--- config.mk ---
export PLATFORM = sky130hd
export DESIGN_NAME = io_mailbox_flat
export DESIGN_NICKNAME = d
export VERILOG_FILES = /design/src/rtl/io_mailbox_if.sv /design/src/rtl/io_mailbox.sv /design/src/flat_wrapper.sv
export SDC_FILE = /design/constraint.sdc
export NUM_CORES = 1
export LEC_CHECK = 0
export CAP_MARGIN = 30
export CORE_MARGIN = 1.5
export CORE_UTILIZATION = 54
export DETAILED_ROUTE_END_ITERATION = 8
export GPL_TIMING_DRIVEN = 0
export PLACE_DENSITY_LB_ADDON = 0.12
export SYNTH_ARGS = -nofsm -noshare
export SYNTH_HDL_FRONTEND = slang
export SYNTH_SLANG_ARGS = --single-unit
--- constraint.sdc ---
create_clock -name clk -period 2.7 [get_ports clk]
set_clock_uncertainty 0.1 [all_clocks]
set_input_delay 0.27 -clock clk [delete_from_list [all_inputs] [get_ports clk]]
set_output_delay 0.27 -clock clk [all_outputs]
set_load 0.01 [all_outputs]
--- src/rtl/io_mailbox_if.sv ---
// io_mailbox_if: CPU port-mapped I/O bus plus host TX/RX valid/ready streams.
interface io_mailbox_if #(
    parameter int word_width = 16,
    parameter int port_width = 8
);
    logic                  io_oe;
    logic                  io_we;
    logic [port_width-1:0] io_port;
    logic [word_width-1:0] io_in;
    logic [word_width-1:0] io_out;
    logic [word_width-1:0] host_tx_data;
    logic                  host_tx_valid;
    logic                  host_tx_ready;
    logic [word_width-1:0] host_rx_data;
    logic                  host_rx_valid;
    logic                  host_rx_ready;
    modport master (
        output io_oe, io_we, io_port, io_in, host_tx_ready, host_rx_data, host_rx_valid,
        input  io_out, host_tx_data, host_tx_valid, host_rx_ready
    );
    modport slave (
        input  io_oe, io_we, io_port, io_in, host_tx_ready, host_rx_data, host_rx_valid,
        output io_out, host_tx_data, host_tx_valid, host_rx_ready
    );
endinterface

--- src/rtl/io_mailbox.sv ---
// io_mailbox: port-I/O register window (DATA/STATUS/CTRL) fronting a CPU->host TX FIFO
// and a host->CPU RX FIFO.
module io_mailbox #(
    parameter int                    word_width = 16,
    parameter int                    port_width = 8,
    parameter logic [port_width-1:0] base_addr  = 8'h10,
    parameter int                    depth_log2 = 3
) (
    input  logic        clk,
    input  logic        rst_n,
    io_mailbox_if.slave bus
);
    localparam int depth = 1 << depth_log2;
    localparam int cw = depth_log2 + 1;
    localparam logic [cw-1:0] full_cnt = cw'(depth);

    logic [word_width-1:0] r_tx_mem [depth];
    logic [word_width-1:0] r_rx_mem [depth];
    logic [depth_log2-1:0] r_tx_wp, r_tx_rp, r_rx_wp, r_rx_rp;
    logic [cw-1:0]         r_tx_cnt, r_rx_cnt;
    logic                  r_tx_en, r_rx_ovf, r_tx_ovf, r_rx_unf;

    logic [port_width-1:0] w_off;
    logic                  w_sel, w_data, w_stat, w_ctrl, w_stat_wr;
    logic                  w_tx_full, w_rx_empty, w_tx_valid, w_rx_ready;
    logic                  w_tx_push, w_tx_pop, w_rx_push, w_rx_pop, w_flush;
    logic                  w_tx_ovf_set, w_rx_unf_set, w_rx_ovf_set;
    logic [15:0]           w_status;

    assign w_off  = bus.io_port - base_addr;
    assign w_sel  = w_off < port_width'(3);
    assign w_data = w_sel && w_off[1:0] == 2'd0;
    assign w_stat = w_sel && w_off[1:0] == 2'd1;
    assign w_ctrl = w_sel && w_off[1:0] == 2'd2;
    assign w_stat_wr = bus.io_we && w_stat;

    assign w_tx_full  = r_tx_cnt == full_cnt;
    assign w_rx_empty = r_rx_cnt == '0;
    assign w_tx_valid = r_tx_cnt != '0 && r_tx_en;
    assign w_rx_ready = r_rx_cnt != full_cnt;

    // Full/empty decisions below all use pre-edge counts; flush overrides every push/pop.
    assign w_flush      = bus.io_we && w_ctrl && bus.io_in[1];
    assign w_tx_push    = bus.io_we && w_data && !w_tx_full;
    assign w_tx_ovf_set = bus.io_we && w_data && w_tx_full;
    assign w_tx_pop     = w_tx_valid && bus.host_tx_ready;
    assign w_rx_push    = bus.host_rx_valid && w_rx_ready;
    assign w_rx_pop     = bus.io_oe && w_data && !w_rx_empty;
    assign w_rx_unf_set = bus.io_oe && w_data && w_rx_empty;
    assign w_rx_ovf_set = w_flush && w_rx_push;

    assign w_status = {4'(r_tx_cnt), 4'(r_rx_cnt), 3'b000, r_rx_unf, r_tx_ovf, r_rx_ovf,
                       w_tx_full, !w_rx_empty};

    assign bus.host_tx_valid = w_tx_valid;
    assign bus.host_rx_ready = w_rx_ready;
    assign bus.host_tx_data  = r_tx_mem[r_tx_rp];
    assign bus.io_out = !bus.io_oe ? '0 :
                        w_data     ? (w_rx_empty ? '0 : r_rx_mem[r_rx_rp]) :
                        w_stat     ? word_width'(w_status) :
                        w_ctrl     ? word_width'(r_tx_en) : '0;

    always_ff @(posedge clk or negedge rst_n) begin
        if (!rst_n) begin
            for (int i = 0; i < depth; i++) begin
                r_tx_mem[i] <= '0;
                r_rx_mem[i] <= '0;
            end
        end else begin
            if (w_tx_push) r_tx_mem[r_tx_wp] <= bus.io_in;
            if (w_rx_push) r_rx_mem[r_rx_wp] <= bus.host_rx_data;
        end
    end

    always_ff @(posedge clk or negedge rst_n) begin
        if (!rst_n) begin
            r_tx_wp  <= '0;
            r_tx_rp  <= '0;
            r_rx_wp  <= '0;
            r_rx_rp  <= '0;
            r_tx_cnt <= '0;
            r_rx_cnt <= '0;
            r_tx_en  <= 1'b1;
            r_rx_ovf <= 1'b0;
            r_tx_ovf <= 1'b0;
            r_rx_unf <= 1'b0;
        end else begin
            r_rx_ovf <= w_rx_ovf_set || (r_rx_ovf && !(w_stat_wr && bus.io_in[2]));
            r_tx_ovf <= w_tx_ovf_set || (r_tx_ovf && !(w_stat_wr && bus.io_in[3]));
            r_rx_unf <= w_rx_unf_set || (r_rx_unf && !(w_stat_wr && bus.io_in[4]));
            if (bus.io_we && w_ctrl) r_tx_en <= bus.io_in[0];
            if (w_flush) begin
                r_tx_wp  <= '0;
                r_tx_rp  <= '0;
                r_rx_wp  <= '0;
                r_rx_rp  <= '0;
                r_tx_cnt <= '0;
                r_rx_cnt <= '0;
            end else begin
                if (w_tx_push) r_tx_wp <= r_tx_wp + depth_log2'(1);
                if (w_tx_pop)  r_tx_rp <= r_tx_rp + depth_log2'(1);
                if (w_rx_push) r_rx_wp <= r_rx_wp + depth_log2'(1);
                if (w_rx_pop)  r_rx_rp <= r_rx_rp + depth_log2'(1);
                r_tx_cnt <= r_tx_cnt + cw'(w_tx_push) - cw'(w_tx_pop);
                r_rx_cnt <= r_rx_cnt + cw'(w_rx_push) - cw'(w_rx_pop);
            end
        end
    end
endmodule

--- src/flat_wrapper.sv ---
// flat-port wrapper written by rule: the top's interface ports become plain ports
module io_mailbox_flat 
#(
    parameter int                    word_width = 16,
    parameter int                    port_width = 8,
    parameter logic [port_width-1:0] base_addr  = 8'h10,
    parameter int                    depth_log2 = 3
)
  (clk, rst_n, bus_io_oe, bus_io_we, bus_io_port, bus_io_in, bus_host_tx_ready, bus_host_rx_data, bus_host_rx_valid, bus_io_out, bus_host_tx_data, bus_host_tx_valid, bus_host_rx_ready);
  io_mailbox_if #(.word_width(word_width), .port_width(port_width)) bus_i ();
  input  logic clk;
  input  logic rst_n;
  input wire logic [$bits(bus_i.io_oe)-1:0] bus_io_oe;
  input wire logic [$bits(bus_i.io_we)-1:0] bus_io_we;
  input wire logic [$bits(bus_i.io_port)-1:0] bus_io_port;
  input wire logic [$bits(bus_i.io_in)-1:0] bus_io_in;
  input wire logic [$bits(bus_i.host_tx_ready)-1:0] bus_host_tx_ready;
  input wire logic [$bits(bus_i.host_rx_data)-1:0] bus_host_rx_data;
  input wire logic [$bits(bus_i.host_rx_valid)-1:0] bus_host_rx_valid;
  output wire logic [$bits(bus_i.io_out)-1:0] bus_io_out;
  output wire logic [$bits(bus_i.host_tx_data)-1:0] bus_host_tx_data;
  output wire logic [$bits(bus_i.host_tx_valid)-1:0] bus_host_tx_valid;
  output wire logic [$bits(bus_i.host_rx_ready)-1:0] bus_host_rx_ready;
  assign bus_i.io_oe = bus_io_oe;
  assign bus_i.io_we = bus_io_we;
  assign bus_i.io_port = bus_io_port;
  assign bus_i.io_in = bus_io_in;
  assign bus_i.host_tx_ready = bus_host_tx_ready;
  assign bus_i.host_rx_data = bus_host_rx_data;
  assign bus_i.host_rx_valid = bus_host_rx_valid;
  assign bus_io_out = bus_i.io_out;
  assign bus_host_tx_data = bus_i.host_tx_data;
  assign bus_host_tx_valid = bus_i.host_tx_valid;
  assign bus_host_rx_ready = bus_i.host_rx_ready;
  io_mailbox #(.word_width(word_width), .port_width(port_width), .base_addr(base_addr), .depth_log2(depth_log2)) u_core (.clk(clk), .rst_n(rst_n), .bus(bus_i));
endmodule
# Word-level counts from Yosys, hierarchy flattened
# Cells that the tools add are included.
[word_totals]
elab_cells = 116
out_inout_bits = 34
input_bits = 46
ff_bits = 280
[classes]
eq_ne = 4
n_reduce_logical = 39
mux = 27
n_lt_le_gt_ge = 7
addsub = 9
n_bitwise = 4
[op_table]
columns = ["operator", "n"]
rows = [
  ["$bwmux 128", 2],
  ["$mux 16", 10],
  ["$bmux 16 s3", 2],
  ["$demux 16 s3", 2],
  ["$logic_and 1x1->1", 24],
  ["$mux 3", 8],
  ["$ge 4x4->1 const B", 4],
  ["$not 3->4", 4],
  ["$add 3x1->3 const B", 4],
  ["$add 4x1->4", 2],
  ["$lt 4x1->1 const B", 2],
  ["$lt 8x2->1 const B", 1],
  ["$mux 4", 2],
  ["$reduce_bool 2->1", 4],
  ["$sub 4x1->4", 2],
  ["$sub 8x5->8 const B", 1],
  ["$logic_not 1->1", 5],
  ["$eq 4x4->1 const B", 1],
  ["$logic_not 4->1", 1],
  ["$ne 4x4->1 const B", 1],
  ["$reduce_bool 4->1", 1],
  ["$logic_or 1x1->1", 3],
  ["$eq 2x1->1 const B", 1],
  ["$eq 2x2->1 const B", 1],
  ["2 further kinds", 2],
]

# Logic depth before layout (Yosys ltp)
[logic_depth]
ltp_word = 8
mapped_depth = 13
mapped_depth_nobuf = 12

# Worst setup path after synthesis
# OpenSTA, ideal clock, no wires.
[synth_path]
path_kind = "input port to flip-flop"
start = "input bus_io_port[5]"
end = "register u_core.r_rx_cnt[1]"
arrival_time_ps = 2586
cell_stages = 9
setup_ps = 121
required_time_ps = 2479
setup_slack_ps = -107
path_buffers = 1
cell_sequence = "or4_1 -> or4_1 -> clkbuf_1 -> inv_2 -> ha_1 -> inv_1 -> ha_1 -> fa_1 -> nor2b_1"
[synth_between]
elab_chain_len = 7
elab_cells_between_ends = 10
classes_between = "add/sub: 2; order compare: 1; mux: 1; reduce/logical: 6"
[synth_rtl]
columns = ["item", "line_no", "rtl"]
rows = [
  ["start, declared", "flat_wrapper.sv:15", "input wire logic [$bits(bus_i.io_port)-1:0] bus_io_port;"],
  ["$sub 8x5->8 *", "io_mailbox.sv:30", "assign w_off = bus.io_port - base_addr;"],
  ["$lt 8x2->1 *", "io_mailbox.sv:31", "assign w_sel = w_off < port_width'(3);"],
  ["$logic_and 1x1->1", "io_mailbox.sv:32", "assign w_data = w_sel && w_off[1:0] == 2'd0;"],
  ["$logic_and 1x1->1 (2 in series)", "io_mailbox.sv:48", "assign w_rx_pop = bus.io_oe && w_data && !w_rx_empty;"],
  ["$sub 4x1->4", "io_mailbox.sv:105", "r_rx_cnt <= r_rx_cnt + cw'(w_rx_push) - cw'(w_rx_pop);"],
  ["$mux 4 *", "io_mailbox.sv:92", "if (w_flush) begin"],
  ["end signal, assigned", "io_mailbox.sv:105", ""],
  ["end, declared", "io_mailbox.sv:20", "logic [cw-1:0] r_tx_cnt, r_rx_cnt;"],
]
# Every way passes the cells marked *; elsewhere a longest branch is shown, timed or not.
# A chain may end at the register's enable or synchronous reset.

# Worst setup path after layout
[layout_path]
start = "register u_core.r_rx_rp[0]"
end = "output bus_io_out[12]"
[layout_between]
elab_chain_len = 7
[layout_rtl]
columns = ["item", "line_no", "rtl"]
rows = [
  ["start, declared", "io_mailbox.sv:19", "logic [depth_log2-1:0] r_tx_wp, r_tx_rp, r_rx_wp, r_rx_rp;"],
  ["start signal, assigned", "io_mailbox.sv:103", "if (w_rx_pop) r_rx_rp <= r_rx_rp + depth_log2'(1);"],
  ["$not 3->4 (implied by the code)", "io_mailbox.sv:59", "w_data ? (w_rx_empty ? '0 : r_rx_mem[r_rx_rp]) :"],
  ["$bmux 16 s3", "io_mailbox.sv:59", ""],
  ["$mux 16 (implied by the code) (2 in series)", "io_mailbox.sv:59", ""],
  ["$mux 16 (2 in series)", "io_mailbox.sv:59", ""],
  ["$mux 16", "io_mailbox.sv:58", "assign bus.io_out = !bus.io_oe ? '0 :"],
  ["end, declared", "flat_wrapper.sv:20", "output wire logic [$bits(bus_i.io_out)-1:0] bus_io_out;"],
]
# No other way between the ends. The select of a mux whose other input is x is not followed.

==> run_results.csv <==
group,metric,value,unit
layout,diodes,0,
synthesis,ys_ff_latch,280,
critical_path,startpoint,"u_core.r_rx_rp[0]",
floorplanning,die_x,160,um
critical_path,cp-start-kind,"flip-flop",
sta,maxSlewViolCount,0,
sta,relSlewSlack,46.2,%
drt,wl_per_cell,22.7,um
synthesis,synthSimpleGateAreaFrac,4.64,%
worst_hold_path,hold_class,"input port to asynchronous set/reset pin",
critical_path,critical_path_arrival,2.48,ns
floorplanning,initial_utilization,55.0,%
clock_network,cts_tree,"done",
floorplanning,row_count,57,
critical_path,cp_top_family,"compound AO/OA/AOI/OAI gates",
sta,max_freq,0.351,GHz
drt,top_layer_used,"met5",
status,status,"finished with violations",
global_route,grt_pass1_wl,49600,um
critical_path,cp_num_cells,6,
drt,first_iter_violations,474,
status,violations,"negative setup slack",
sta,tightest_slew,0.806,ns
synthesis,synth_edf_count,0,
critical_path,cp-end-kind,"output port",
drt,drt-vias-per-instance,5.86,
sta,rsz0062_at_grt,"yes",
synthesis,synth.area.mux_share,35.2,%
synthesis,synthXorXnorAreaFrac,0.657,%
clock_network,root_buffer,"clkbuf_16",
synthesis,yosys_warnings,0,
critical_path,critPathMaxStageDelay,0.52,ns
drt,wl_met3,986,um
layout,fin_area,0.0166,mm^2
drt,wl_met2,15700,um
synthesis,synth_compound_area_share,2.76,%
sta,finalSetupViolCount,14,
floorplanning,ios,80,
global_route,grt_overflow_total,0,
sta,fin_crit_sh,106,%
synthesis,synthCells,874,
critical_path,r2r-start,"u_core.r_rx_cnt[3]",
critical_path,crit_fanout,5,
critical_path,reg2reg_depth,12,
placed_design,dpl.hpwl,19400,um
synthesis,synthFlopType,"dfrtp_1",
global_route,antenna_found_initial,1,
layout,final_cell_mix,"dfrtp_1, mux2_2, mux4_2",
floorplanning,die_h,160,um
drt,drtPass1Iterations,5,
layout,instances_no_fill,1389,
drt,num_vias,8136,
placed_design,dpl-instance-area,0.0147,mm^2
clock_network,clk_pin_slew_worst_paths,0.06,ns
sta,setup_ws,-0.152,ns
synthesis,syn_area_per_cell,15.3,um^2
drt,ant_nets,0,
layout,drive_gt1_share,51.8,%
layout,final_nets,1109,
floorplanning,fp.coreArea,0.0242,mm^2
global_route,first_global_vias,8562,
synthesis,syn_nets,938,
critical_path,worst-path-buf-inv,3,
pwr,powerDensity,851,mW/mm^2
synthesis,syn_area,0.0133,mm^2
clock_network,worstSkewPairLatency,0.55,ns
pwr,p_leak,7.53,nW
global_route,track_usage,25.0,%
synthesis,synth_adder_area_share,1.80,%
critical_path,cp_cell_sequence,"buf_12 > buf_12 > mux4_2 > o211ai_1 > a221oi_4 > buf_2",
drt,met1_length,13800,um
critical_path,crit_path_frequent_cell,"buf_12",
clock_network,htreeDepth,1,
placed_design,io_buffers,79,
floorplanning,die_area,0.0257,mm^2
clock_network,cts_buffer_depth,3,
placed_design,placed_cells,1284,
synthesis,ys_seq_area_share,52.5,%
synthesis,ys_types,50,
drt,drt-total-wl,31500,um
critical_path,required,2.33,ns
placed_design,place_congestion,0.813,
pwr,irDropWorstVdd,0.641,mV
pwr,power.total,14.1,mW
critical_path,slowest_stage,"mux4_2",
clock_network,cts_sinks,280,
sta,finalCriticalPeriod,2.85,ns
layout,syn_to_final_growth,24.3,%
sta,hold_viol,0,
global_route,grt_max_degree,122,
layout,final_common_cell,"dfrtp_1",
synthesis,synth_top_family_by_area,"multiplexers",
drt,drc,0,
flow_run,maxCapViolations,0,
critical_path,crit_type,"flip-flop to output port",
clock_network,cts_buffers,30,
synthesis,async_reset_ff_share,100,%
==> cells by family (layout without fill, tap and decap cells) <==
group | after synthesis | after routing
flops | 280 | 280
mux | 355 | 355
compound gates | 48 | 48
buf+inv | 68 | 259
simple gates | 95 | 95
xor+xnor | 10 | 10
fa+ha+maj | 18 | 18
==> area by class of cell <==
class / count / area [um^2]
Fill cell: 1720 / 7670
Sequential cell: 280 / 7010
Multi-Input combinational cell: 526 / 6270
Timing Repair Buffer: 145 / 1400
Clock buffer: 46 / 932
Buffer: 44 / 428
Tap cell: 324 / 405
Inverter: 18 / 75.1
Clock inverter: 6 / 55.1
==> sequential cells by signal, summed over array words and instances (netlist names) <==
register / flops
u_core.r_rx_ovf: 1
u_core.r_tx_wp: 3
u_core.r_rx_mem: 128
u_core.r_tx_mem: 128
u_core.r_rx_cnt: 4
u_core.r_rx_unf: 1
u_core.r_rx_wp: 3
u_core.r_tx_cnt: 4
u_core.r_tx_rp: 3
u_core.r_tx_ovf: 1
u_core.r_tx_en: 1
u_core.r_rx_rp: 3
==> timing repair <==
item	CTS	global route
gates resized for setup	221	19
setup endpoints to repair	177	116
hold buffers	1	0
pin swaps	41	20
gates cloned	4	1
endpoints found under the hold margin	67	0
setup buffers	26	27
==> report_power, final <==
| group | leakage (nW) | switching [mW] | internal (mW) |
|---|---|---|---|
| registers | 3.62 | 0.579 | 5.30 |
| clock network | 0.494 | 1.63 | 2.44 |
| logic | 3.41 | 1.79 | 2.37 |
| total | 7.53 | 4.00 | 10.1 |
==> synth_stat cells, types with 3 or more instances <==
master | number | area share, %
nand4_1 | 5 | 0.23
xor2_1 | 3 | 0.20
nor3_1 | 5 | 0.19
nor3b_1 | 3 | 0.17
nand3_1 | 10 | 0.38
clkbuf_1 | 22 | 0.62
nand2b_1 | 5 | 0.23
xnor2_1 | 7 | 0.46
buf_6 | 5 | 0.42
inv_1 | 16 | 0.45
nor4b_4 | 3 | 0.53
a22oi_1 | 12 | 0.68
mux2i_1 | 30 | 2.3
nor2_1 | 20 | 0.56
ha_1 | 16 | 1.5
nand2_1 | 12 | 0.34
a21oi_1 | 6 | 0.23
dfrtp_1 | 279 | 52
buf_2 | 18 | 0.68
nor2b_1 | 10 | 0.47
nand3b_1 | 4 | 0.23
mux4_2 | 52 | 8.8
buf_1 | 4 | 0.11
o211ai_1 | 8 | 0.45
mux2_2 | 233 | 20
a221oi_1 | 10 | 0.66
mux2_4 | 40 | 4.5
==> final timing paths <==
kind                       slack (ns)                   end
setup reg to reg                -0.01    u_core.r_rx_cnt[3]
max in group asynchronous        0.89  u_core.r_rx_mem[122]
hold / removal                   0.18   u_core.r_tx_mem[32]
setup / recovery                -0.15        bus_io_out[12]
min in group clk                 0.36     u_core.r_rx_wp[2]
hold reg to reg                  0.40   u_core.r_tx_mem[82]
==> metal layers <==
metal / track usage [%] / up-vias
met5: 0 / -
met4: 7.60 / 2
met3: 2.96 / 62
met2: 42.3 / 162
met1: 34.2 / 4296
li1: - / 3614
==> stage by stage <==
step	utilization (%)	setup TNS [ns]	setup WS, ns	hold slack (ns)
final	68.4	-1.06	-0.152	0.177
after global routing	68.4	-2.13	-0.224	0.213
after CTS	67.2	-1.05	-0.164	0.195
after detailed placement	60.6	-67.01	-1.46	0.166
after global placement	60.1	-3159.20	-11.06	0.378
after floorplan	-	0	0.0129	-0.126
==> worst reg2reg max path, cell delays in order, from the launching register on <==
cell	delay (ns)
dfrtp_1	0.36
inv_2	0.06
ha_2	0.17
nor3b_4	0.16
or4_4	0.63
inv_8	0.11
ha_4	0.11
inv_1	0.07
ha_1	0.28
a21o_1	0.17
a21oi_2	0.16
xnor2_1	0.14
nor2_1	0.05
Note: power is estimated with default switching activity, not from simulation.
